`config.mk`:
```
export PLATFORM = sky130hd
export DESIGN_NAME = uart_tx_rr_sched
export DESIGN_NICKNAME = d
export VERILOG_FILES = /design/src/rtl/uart_pkg.sv /design/src/rtl/rr_arbiter.sv /design/src/rtl/uart_tx_rr_sched.sv
export SDC_FILE = /design/constraint.sdc
export NUM_CORES = 1
export LEC_CHECK = 0
export CORE_MARGIN = 1
export CORE_UTILIZATION = 40
export CTS_CLUSTER_SIZE = 25
export DETAILED_ROUTE_END_ITERATION = 16
export PLACE_DENSITY = 0.74
export SLEW_MARGIN = 40
export SYNTH_ARGS = -nofsm -noshare
export SYNTH_HDL_FRONTEND = slang
export SYNTH_SLANG_ARGS = --single-unit
```
`constraint.sdc`:
```
create_clock -name clk -period 5.41 [get_ports clk]
set_input_delay 0.541 -clock clk [delete_from_list [all_inputs] [get_ports clk]]
set_output_delay 0.541 -clock clk [all_outputs]
set_load 0.03 [all_outputs]
```
`src/rtl/uart_pkg.sv`:
```
// Shared types and constants for the round-robin UART transmitter.
package uart_pkg;

    typedef enum logic [1:0] {
        IDLE  = 2'd0,
        START = 2'd1,
        DATA  = 2'd2,
        STOP  = 2'd3
    } state_e;

    localparam int CLK_DIV_9600_50M = 5208;

    // Counter/index width for n distinct values, never narrower than one bit.
    function automatic int width_of(input int n);
        return (n <= 2) ? 1 : $clog2(n);
    endfunction

endpackage

```
`src/rtl/rr_arbiter.sv`:
```
// Round-robin pick among NREQ requesters; the last-granted pointer advances only on accept.
module rr_arbiter
    import uart_pkg::*;
#(
    parameter int NREQ = 4,
    parameter int ID_W = width_of(NREQ)
) (
    input  logic            clk,
    input  logic            rst,
    input  logic [NREQ-1:0] req,
    input  logic            accept,
    output logic [NREQ-1:0] gnt,
    output logic [ID_W-1:0] sel,
    output logic            valid
);

    logic [ID_W-1:0] last_q;
    logic [ID_W-1:0] last_d;
    logic [ID_W-1:0] idx;

    // Search last+1, last+2, ... so the most recent winner has lowest priority.
    always_comb begin
        gnt   = '0;
        sel   = '0;
        valid = 1'b0;
        idx   = '0;
        for (int k = 1; k <= NREQ; k++) begin
            idx = ID_W'((int'(last_q) + k) % NREQ);
            if (!valid && req[idx]) begin
                valid = 1'b1;
                sel   = idx;
            end
        end
        if (valid) begin
            gnt[sel] = 1'b1;
        end
    end

    always_comb begin
        last_d = last_q;
        if (accept) begin
            last_d = sel;
        end
    end

    always_ff @(posedge clk) begin
        if (rst) begin
            last_q <= ID_W'(NREQ - 1);
        end else begin
            last_q <= last_d;
        end
    end

endmodule

```
`src/rtl/uart_tx_rr_sched.sv`:
```
// One UART TX line shared by NREQ byte requesters: round-robin grant, then start/data/stop framing.
module uart_tx_rr_sched
    import uart_pkg::*;
#(
    parameter int CLK_DIV = CLK_DIV_9600_50M,
    parameter int NREQ    = 4,
    parameter int DATA_W  = 8,
    localparam int ID_W   = width_of(NREQ)
) (
    input  logic                   clk,
    input  logic                   rst,
    input  logic [NREQ-1:0]        req,
    input  logic [NREQ*DATA_W-1:0] req_data,
    output logic [NREQ-1:0]        gnt,
    output logic                   busy,
    output logic [ID_W-1:0]        cur_id,
    output logic                   tx,
    output state_e                 state_dbg
);

    localparam int BAUD_W = width_of(CLK_DIV);
    localparam int BIT_W  = width_of(DATA_W);

    state_e              state_q, state_d;
    logic [BAUD_W-1:0]   baud_q, baud_d;
    logic [BIT_W-1:0]    bit_q, bit_d;
    logic [DATA_W-1:0]   shift_q, shift_d;
    logic [ID_W-1:0]     cur_id_q, cur_id_d;
    logic                tx_q, tx_d;

    logic [NREQ-1:0]     arb_gnt;
    logic [ID_W-1:0]     arb_sel;
    logic                arb_valid;
    logic                accept;
    logic                bit_end;

    // Grant is decided and issued in the same IDLE cycle so a request dropped
    // before that cycle is never served; hence gnt/busy are not registered.
    assign accept = (state_q == IDLE) && arb_valid && !rst;
    assign bit_end = (baud_q == BAUD_W'(CLK_DIV - 1));

    rr_arbiter #(
        .NREQ (NREQ),
        .ID_W (ID_W)
    ) u_arb (
        .clk    (clk),
        .rst    (rst),
        .req    (req),
        .accept (accept),
        .gnt    (arb_gnt),
        .sel    (arb_sel),
        .valid  (arb_valid)
    );

    always_comb begin
        state_d  = state_q;
        baud_d   = baud_q;
        bit_d    = bit_q;
        shift_d  = shift_q;
        cur_id_d = cur_id_q;
        case (state_q)
            IDLE: begin
                baud_d = '0;
                if (accept) begin
                    state_d  = START;
                    shift_d  = req_data[arb_sel*DATA_W +: DATA_W];
                    cur_id_d = arb_sel;
                    bit_d    = '0;
                end
            end
            START: begin
                baud_d = bit_end ? '0 : baud_q + 1'b1;
                if (bit_end) begin
                    state_d = DATA;
                    bit_d   = '0;
                end
            end
            DATA: begin
                baud_d = bit_end ? '0 : baud_q + 1'b1;
                if (bit_end) begin
                    shift_d = shift_q >> 1;
                    if (bit_q == BIT_W'(DATA_W - 1)) begin
                        state_d = STOP;
                    end else begin
                        bit_d = bit_q + 1'b1;
                    end
                end
            end
            STOP: begin
                baud_d = bit_end ? '0 : baud_q + 1'b1;
                if (bit_end) begin
                    state_d = IDLE;
                end
            end
            default: begin
                state_d = IDLE;
                baud_d  = '0;
            end
        endcase

        // tx is registered from the next state so the line matches the state it enters.
        case (state_d)
            START:   tx_d = 1'b0;
            DATA:    tx_d = shift_d[0];
            default: tx_d = 1'b1;
        endcase
    end

    always_ff @(posedge clk) begin
        if (rst) begin
            state_q  <= IDLE;
            baud_q   <= '0;
            bit_q    <= '0;
            shift_q  <= '0;
            cur_id_q <= '0;
            tx_q     <= 1'b1;
        end else begin
            state_q  <= state_d;
            baud_q   <= baud_d;
            bit_q    <= bit_d;
            shift_q  <= shift_d;
            cur_id_q <= cur_id_d;
            tx_q     <= tx_d;
        end
    end

    assign gnt       = accept ? arb_gnt : '0;
    assign busy      = (state_q != IDLE) || accept;
    assign cur_id    = cur_id_q;
    assign tx        = tx_q;
    assign state_dbg = state_q;

endmodule

```
=== Word-level counts from Yosys, hierarchy flattened ===
Index checks and enable logic that the tools add are counted.

* Logic and storage cells: 88
* Bits in read-only memories: 0
* Bits of input ports: 38
* RAM bits: 0
* Bits in latches: 0
* Bits in registers: 31
* Memories kept: 0
* Output and inout bits: 10

* Reduce and logical (&&, ||, !) cells: 19
* Equality and inequality tests: 11
* Add/sub/neg operators: 6
* $mul: 0
* Div/mod/pow operators: 0
* Shift operators: 1
* Bitwise logic cells: 0
* Order comparisons: 6
* Muxes and demuxes: 37

{| class="wikitable"
|+ Operators with widths
! cell !! number
|-
| 32-bit by 6-bit variable part select with 8-bit output || 1
|-
| 13-bit case mux with 2 select lines || 1
|-
| 2-bit 2-to-1 mux || 9
|-
| 8-bit 2-to-1 mux || 2
|-
| 8-bit case mux with 2 select lines || 1
|-
| 2-bit by 3-bit < comparator with 1-bit output, second input constant || 5
|-
| 13-bit by 1-bit adder with 13-bit output, second input constant || 1
|-
| 13-bit equality test, second input constant || 1
|-
| 13-bit 2-to-1 mux || 1
|-
| 3-bit 2-to-1 mux || 4
|-
| 1-bit 2-to-1 mux || 9
|-
| 3-bit case mux with 3 select lines || 1
|-
| 1-bit binary-select mux with 2-bit select || 4
|-
| 4-bit 2-to-1 mux || 2
|-
| 2-bit != test, second input constant || 4
|-
| 2-bit case mux with 4 select lines || 1
|-
| 2-bit equality test, second input constant || 3
|-
| 1-bit logical AND || 6
|-
| 5-bit AND reduction || 1
|-
| 2-bit by 1-bit adder with 2-bit output, second input constant || 2
|-
| 2-bit adder, second input constant || 2
|-
| 2-bit by 1-bit equality test with 1-bit output, second input constant || 2
|-
| 1-bit zero test || 4
|-
| 2-bit nonzero test || 2
|-
| 11 further kinds || 11
|}

=== Longest topological paths before layout ===
* Depth in word-level cells: 19
* Mapped depth: 8

=== Cells and area by module ===
A second synthesis with hierarchy kept.

* Cells, all modules: 201
* Area total of the unflattened synthesis: 1846.8 µm²

{| class="wikitable"
|+ Modules (own cells, without submodules)
! module !! area each (µm²) !! cells an instance !! times used
|-
| uart_tx_rr_sched || 1581.5 || 164 || 1
|-
| rr_arbiter || 265.3 || 37 || 1
|}

=== Worst setup path after synthesis ===
No wires, ideal clock.

* Path kind: reg-to-output
* From: reg state_q[0], in the netlist state_dbg[0]
* To: out gnt[2]
* Data required time: 4.869 ns
* Setup slack: 3.009 ns
* Arrival time: 1.860 ns
* Cell stages (with the launch flop): 6
* Path buffers: 2
* Cell sequence: dfxtp_1 > buf_2 > or4_1 > buf_4 > nor2_1 > and2_1

* Longest elaborated chain between the ends: 4

{| class="wikitable"
|+ RTL lines
! item !! line !! source
|-
| from (decl) || uart_tx_rr_sched.sv:24 || <nowiki>state_e state_q, state_d;</nowiki>
|-
| from (signal assigned) || uart_tx_rr_sched.sv:118 || <nowiki>state_q <= state_d;</nowiki>
|-
| 2-bit zero test || uart_tx_rr_sched.sv:39 || <nowiki>assign accept = (state_q == IDLE) && arb_valid && !rst;</nowiki>
|-
| 1-bit logical AND (2 in series) || uart_tx_rr_sched.sv:39 ||
|-
| 4-bit 2-to-1 mux || uart_tx_rr_sched.sv:127 || <nowiki>assign gnt = accept ? arb_gnt : '0;</nowiki>
|-
| to (decl) || uart_tx_rr_sched.sv:14 || <nowiki>output logic [NREQ-1:0] gnt,</nowiki>
|}

Every way passes these cells.

=== Worst setup path after layout ===
* From: in req[3]
* To: out gnt[2]

* Longest elaborated chain between the ends: 18
* Elaborated cells between the ends (all ways): 31
* Classes of those cells: 2 x order compare; 20 x mux; 9 x reduce/logical

{| class="wikitable"
|+ RTL lines
! item !! line !! source
|-
| from (decl) || uart_tx_rr_sched.sv:12 || <nowiki>input logic [NREQ-1:0] req,</nowiki>
|-
| 1-bit binary-select mux with 2-bit select || rr_arbiter.sv:29 || <nowiki>if (!valid && req[idx]) begin</nowiki>
|-
| 1-bit 2-to-1 mux (not written as such) || rr_arbiter.sv:29 ||
|-
| 1-bit 2-to-1 mux || rr_arbiter.sv:29 ||
|-
| 1-bit zero test || rr_arbiter.sv:29 ||
|-
| 1-bit logical AND || rr_arbiter.sv:29 ||
|-
| 1-bit 2-to-1 mux || rr_arbiter.sv:29 ||
|-
| 1-bit zero test || rr_arbiter.sv:29 ||
|-
| 1-bit logical AND || rr_arbiter.sv:29 ||
|-
| (+2 left out) || - ||
|-
| 1-bit logical AND || rr_arbiter.sv:29 ||
|-
| 2-bit 2-to-1 mux || rr_arbiter.sv:29 ||
|-
| 2-bit by 3-bit < comparator with 1-bit output (not written as such) / 2-bit by 1-bit greater-or-equal comparator with 1-bit output (equally long branches) || rr_arbiter.sv:35 || <nowiki>gnt[sel] = 1'b1;</nowiki>
|-
| 1-bit logical AND (not written as such) || rr_arbiter.sv:35 ||
|-
| 1-bit 2-to-1 mux (not written as such) || rr_arbiter.sv:35 ||
|-
| 1-bit demux with 2-bit select || - ||
|-
| 4-bit 2-to-1 mux || rr_arbiter.sv:34 || <nowiki>if (valid) begin</nowiki>
|-
| 4-bit 2-to-1 mux (*) || uart_tx_rr_sched.sv:127 ||
|}

Mark *: on every way between the ends. The rest lies on a longest branch, timed or not. The select of a mux whose other input is x is not followed.

==> results_dict.tcl <==
set metrics [dict create \
    status "finished, final reports clean" \
    final_common_cell "clkdlybuf4s50_1" \
    fmax_mhz 274 \
    coreArea_um2 4500 \
    synthTopCellsByArea "dfxtp_1 32%, nor2_1 4.5%, and3_1 4.2%" \
    synth_edf_count 0 \
    drive_gt1_share_pct 9.74 \
    worstPathArrival_ns 3.11 \
    setup_viol 0 \
    required_ns 4.87 \
    die_area_um2 5120 \
    drv_cap 0 \
    crit_path_max_incr_delay_ns 0.67 \
    post_cts_buffers 0 \
    grt_pass1_vias 1714 \
    relSlewSlack_pct 49.9 \
    rsz0062_at_grt "false" \
    die_h_um 71.6 \
    cts_num_sinks 31 \
    start_util_pct 43.0 \
    mostFrequentLayoutCells "47 x clkdlybuf4s50_1, 31 x dfxtp_1, 23 x nor2_1" \
    insertion_delay_ns 0.28 \
    utilization_pct 55.4 \
    holdWs_ns 0.461 \
    die_w_um 71.6 \
    syn_area_um2 1940 \
    setup_tns_ns 0 \
    htree_num_levels 2 \
    synthDominantCellAreaShare_pct 32.1 \
    synth_seq_cells 31 \
    clk_pin_slew_ns 0.06 \
    cts_resized 0 \
    critical-path-top-delay-family "simple AND/OR/NAND/NOR gates" \
    drtPass1Iterations 4 \
    postRouteAntennaNets 0 \
    n_antenna_cell 0 \
    ys.flop_type "dfxtp_1" \
    drc_errors 0 \
    cp_slowest_cell "clkdlybuf4s50_1" \
    grt_pass1_wl_um 7800 \
    grt_util_all_layers_pct 19.3 \
    critPathLaunchType "input port" \
    io_buffers 47 \
    hold_buffers 0 \
    synth_nets 264 \
    endpoint_kind "output port" \
    synth_top_area_cell "dfxtp_1" \
    hold_viol 0 \
    vias 1818 \
    p_leak_nw 0.937 \
    grt_overflow_total 0 \
    routed_wirelength_um 4670 \
    grt_max_degree 26 \
    clock_skew_ns 0.00493 \
    drt_iter0_drc 84 \
    place.gp.congestion 0.853 \
    area_growth_pct 29.0 \
    post_drt_wl_per_cell_um 14.6 \
    rows 24 \
    criticalPathCategory "in -> out" \
    post_drt_via_cell_ratio 5.70 \
    tightest_slew_ns 0.750 \
    synth_cells 223 \
    maxSlewViolCount 0 \
    synth-seq-area-share_pct 32.1 \
    finalCritPeriodShare_pct 67.6 \
    power_density_nw_per_um2 217 \
    yosys_warnings 0 \
    hold_class "reg -> reg" \
    num_io_pins 48 \
    peakVddDrop_mv 0.105 \
    max-clock-path-buffers 2 \
    cts_tree "yes" \
    critPathBufInv 2 \
    cts_made_buffers 5 \
    avgSynthCellArea_um2 8.68 \
    worstPathMaxFanout 9 \
    finalNetCount 307 \
    root_buffer "clkbuf_8" \
    path_cells "clkdlybuf4s50_1 > nor4_2 > or4_1 > nor2_1 > and2_1 > clkdlybuf4s50_1" \
    synth_cell_types 60 \
    cpMostUsedCell "clkdlybuf4s50_1" \
    antenna_found_initial 0 \
    hpwl_um 3420 \
    synth-async-reset-ratio_pct 0 \
    min_period_ns 3.66 \
]
[routing by layer]
layer	track usage (%)	part of all wire, %	vias to the layer above	wire length [µm]
li1	-	-	916	-
met1	25.9	50	844	2320
met2	30.5	43	56	2030
met3	5.20	6.5	2	305
met4	5.88	0.45	0	21
met5	0	0	-	0
[state kept, by name, indices dropped and copies added (netlist names)]
register	count
cur_id	2
u_arb.last_q	2
state_dbg	2
baud_q	13
bit_q	3
shift_q	8
tx	1
[synth_stat cells, types with 3 or more instances]
library cell / instances
nand4b_1: 3
clkbuf_1: 7
nor2_1: 23
inv_1: 4
a31oi_1: 7
nand2_1: 6
a221oi_1: 6
dfxtp_1: 31
nor3_1: 3
ha_1: 3
nand3_1: 11
nand2b_1: 3
a21oi_1: 5
a21boi_0: 9
and3_1: 13
o41ai_1: 3
xnor2_1: 5
and2_1: 5
xor2_1: 7
o21bai_1: 8
o21ai_0: 11
[report_power, final]
| group | total (mW) | internal (mW) | switching (mW) |
|---|---|---|---|
| clock network | 0.173 | 0.0897 | 0.0836 |
| logic | 0.121 | 0.0634 | 0.0578 |
| registers | 0.247 | 0.238 | 0.00852 |
[kinds of logic (layout without fill, tap and decap cells)]
| logic type | count (synthesis) | count (layout) | synth area share, % |
|---|---|---|---|
| AND/OR/NAND/NOR | 93 | 93 | 29.1 |
| flip-flops | 31 | 31 | 32.1 |
| adder cells (fa/ha/maj) | 3 | 3 | 1.94 |
| AO/OA/AOI/OAI | 63 | 63 | 24.4 |
| buffers and inverters | 17 | 61 | 4.59 |
| XOR/XNOR | 12 | 12 | 5.43 |
| multiplexers | 4 | 4 | 2.46 |
[final cells by class]
| class | instances | area (µm²) |
|---|---|---|
| inverter | 4 | 15.0 |
| clock buffer | 6 | 72.6 |
| fill | 424 | 2010 |
| tap | 52 | 65.1 |
| clock inverter | 2 | 12.5 |
| multi-input combinational | 175 | 1230 |
| sequential | 31 | 621 |
| timing repair buffer | 49 | 485 |
[stage by stage]
step	std cells	setup WS [ns]	total power [mW]	instance area (µm²)
2_1_floorplan	223	3.01	0.325	1940
3_3_place_gp	311	1.84	0.371	2410
3_5_place_dp	311	1.79	0.371	2410
4_1_cts	319	1.78	0.547	2500
5_1_grt	319	1.65	0.569	2500
6_report	319	1.75	0.541	2500
[worst paths after layout]
kind	endpoint	slack (ns)	startpoint	depth (start not counted)
max	gnt[2]	1.75	req[3]	6
min	baud_q[0]$_SDFF_PP0_	0.46	baud_q[0]$_SDFF_PP0_	1
max reg2reg	shift_q[7]$_SDFFE_PP0P_	3.27	u_arb.last_q[1]$_SDFFE_PP1P_	5
min reg2reg	baud_q[0]$_SDFF_PP0_	0.46	baud_q[0]$_SDFF_PP0_	1
[worst reg2reg max path, stage by stage, from the launching register on]
cell and delay [ns]:
dfxtp_1 0.47, a21boi_0 0.17, o21bai_2 0.62, nand2_4 0.10
mux2_4 0.32, a221o_1 0.35
Power figures use the tool's default switching activity.
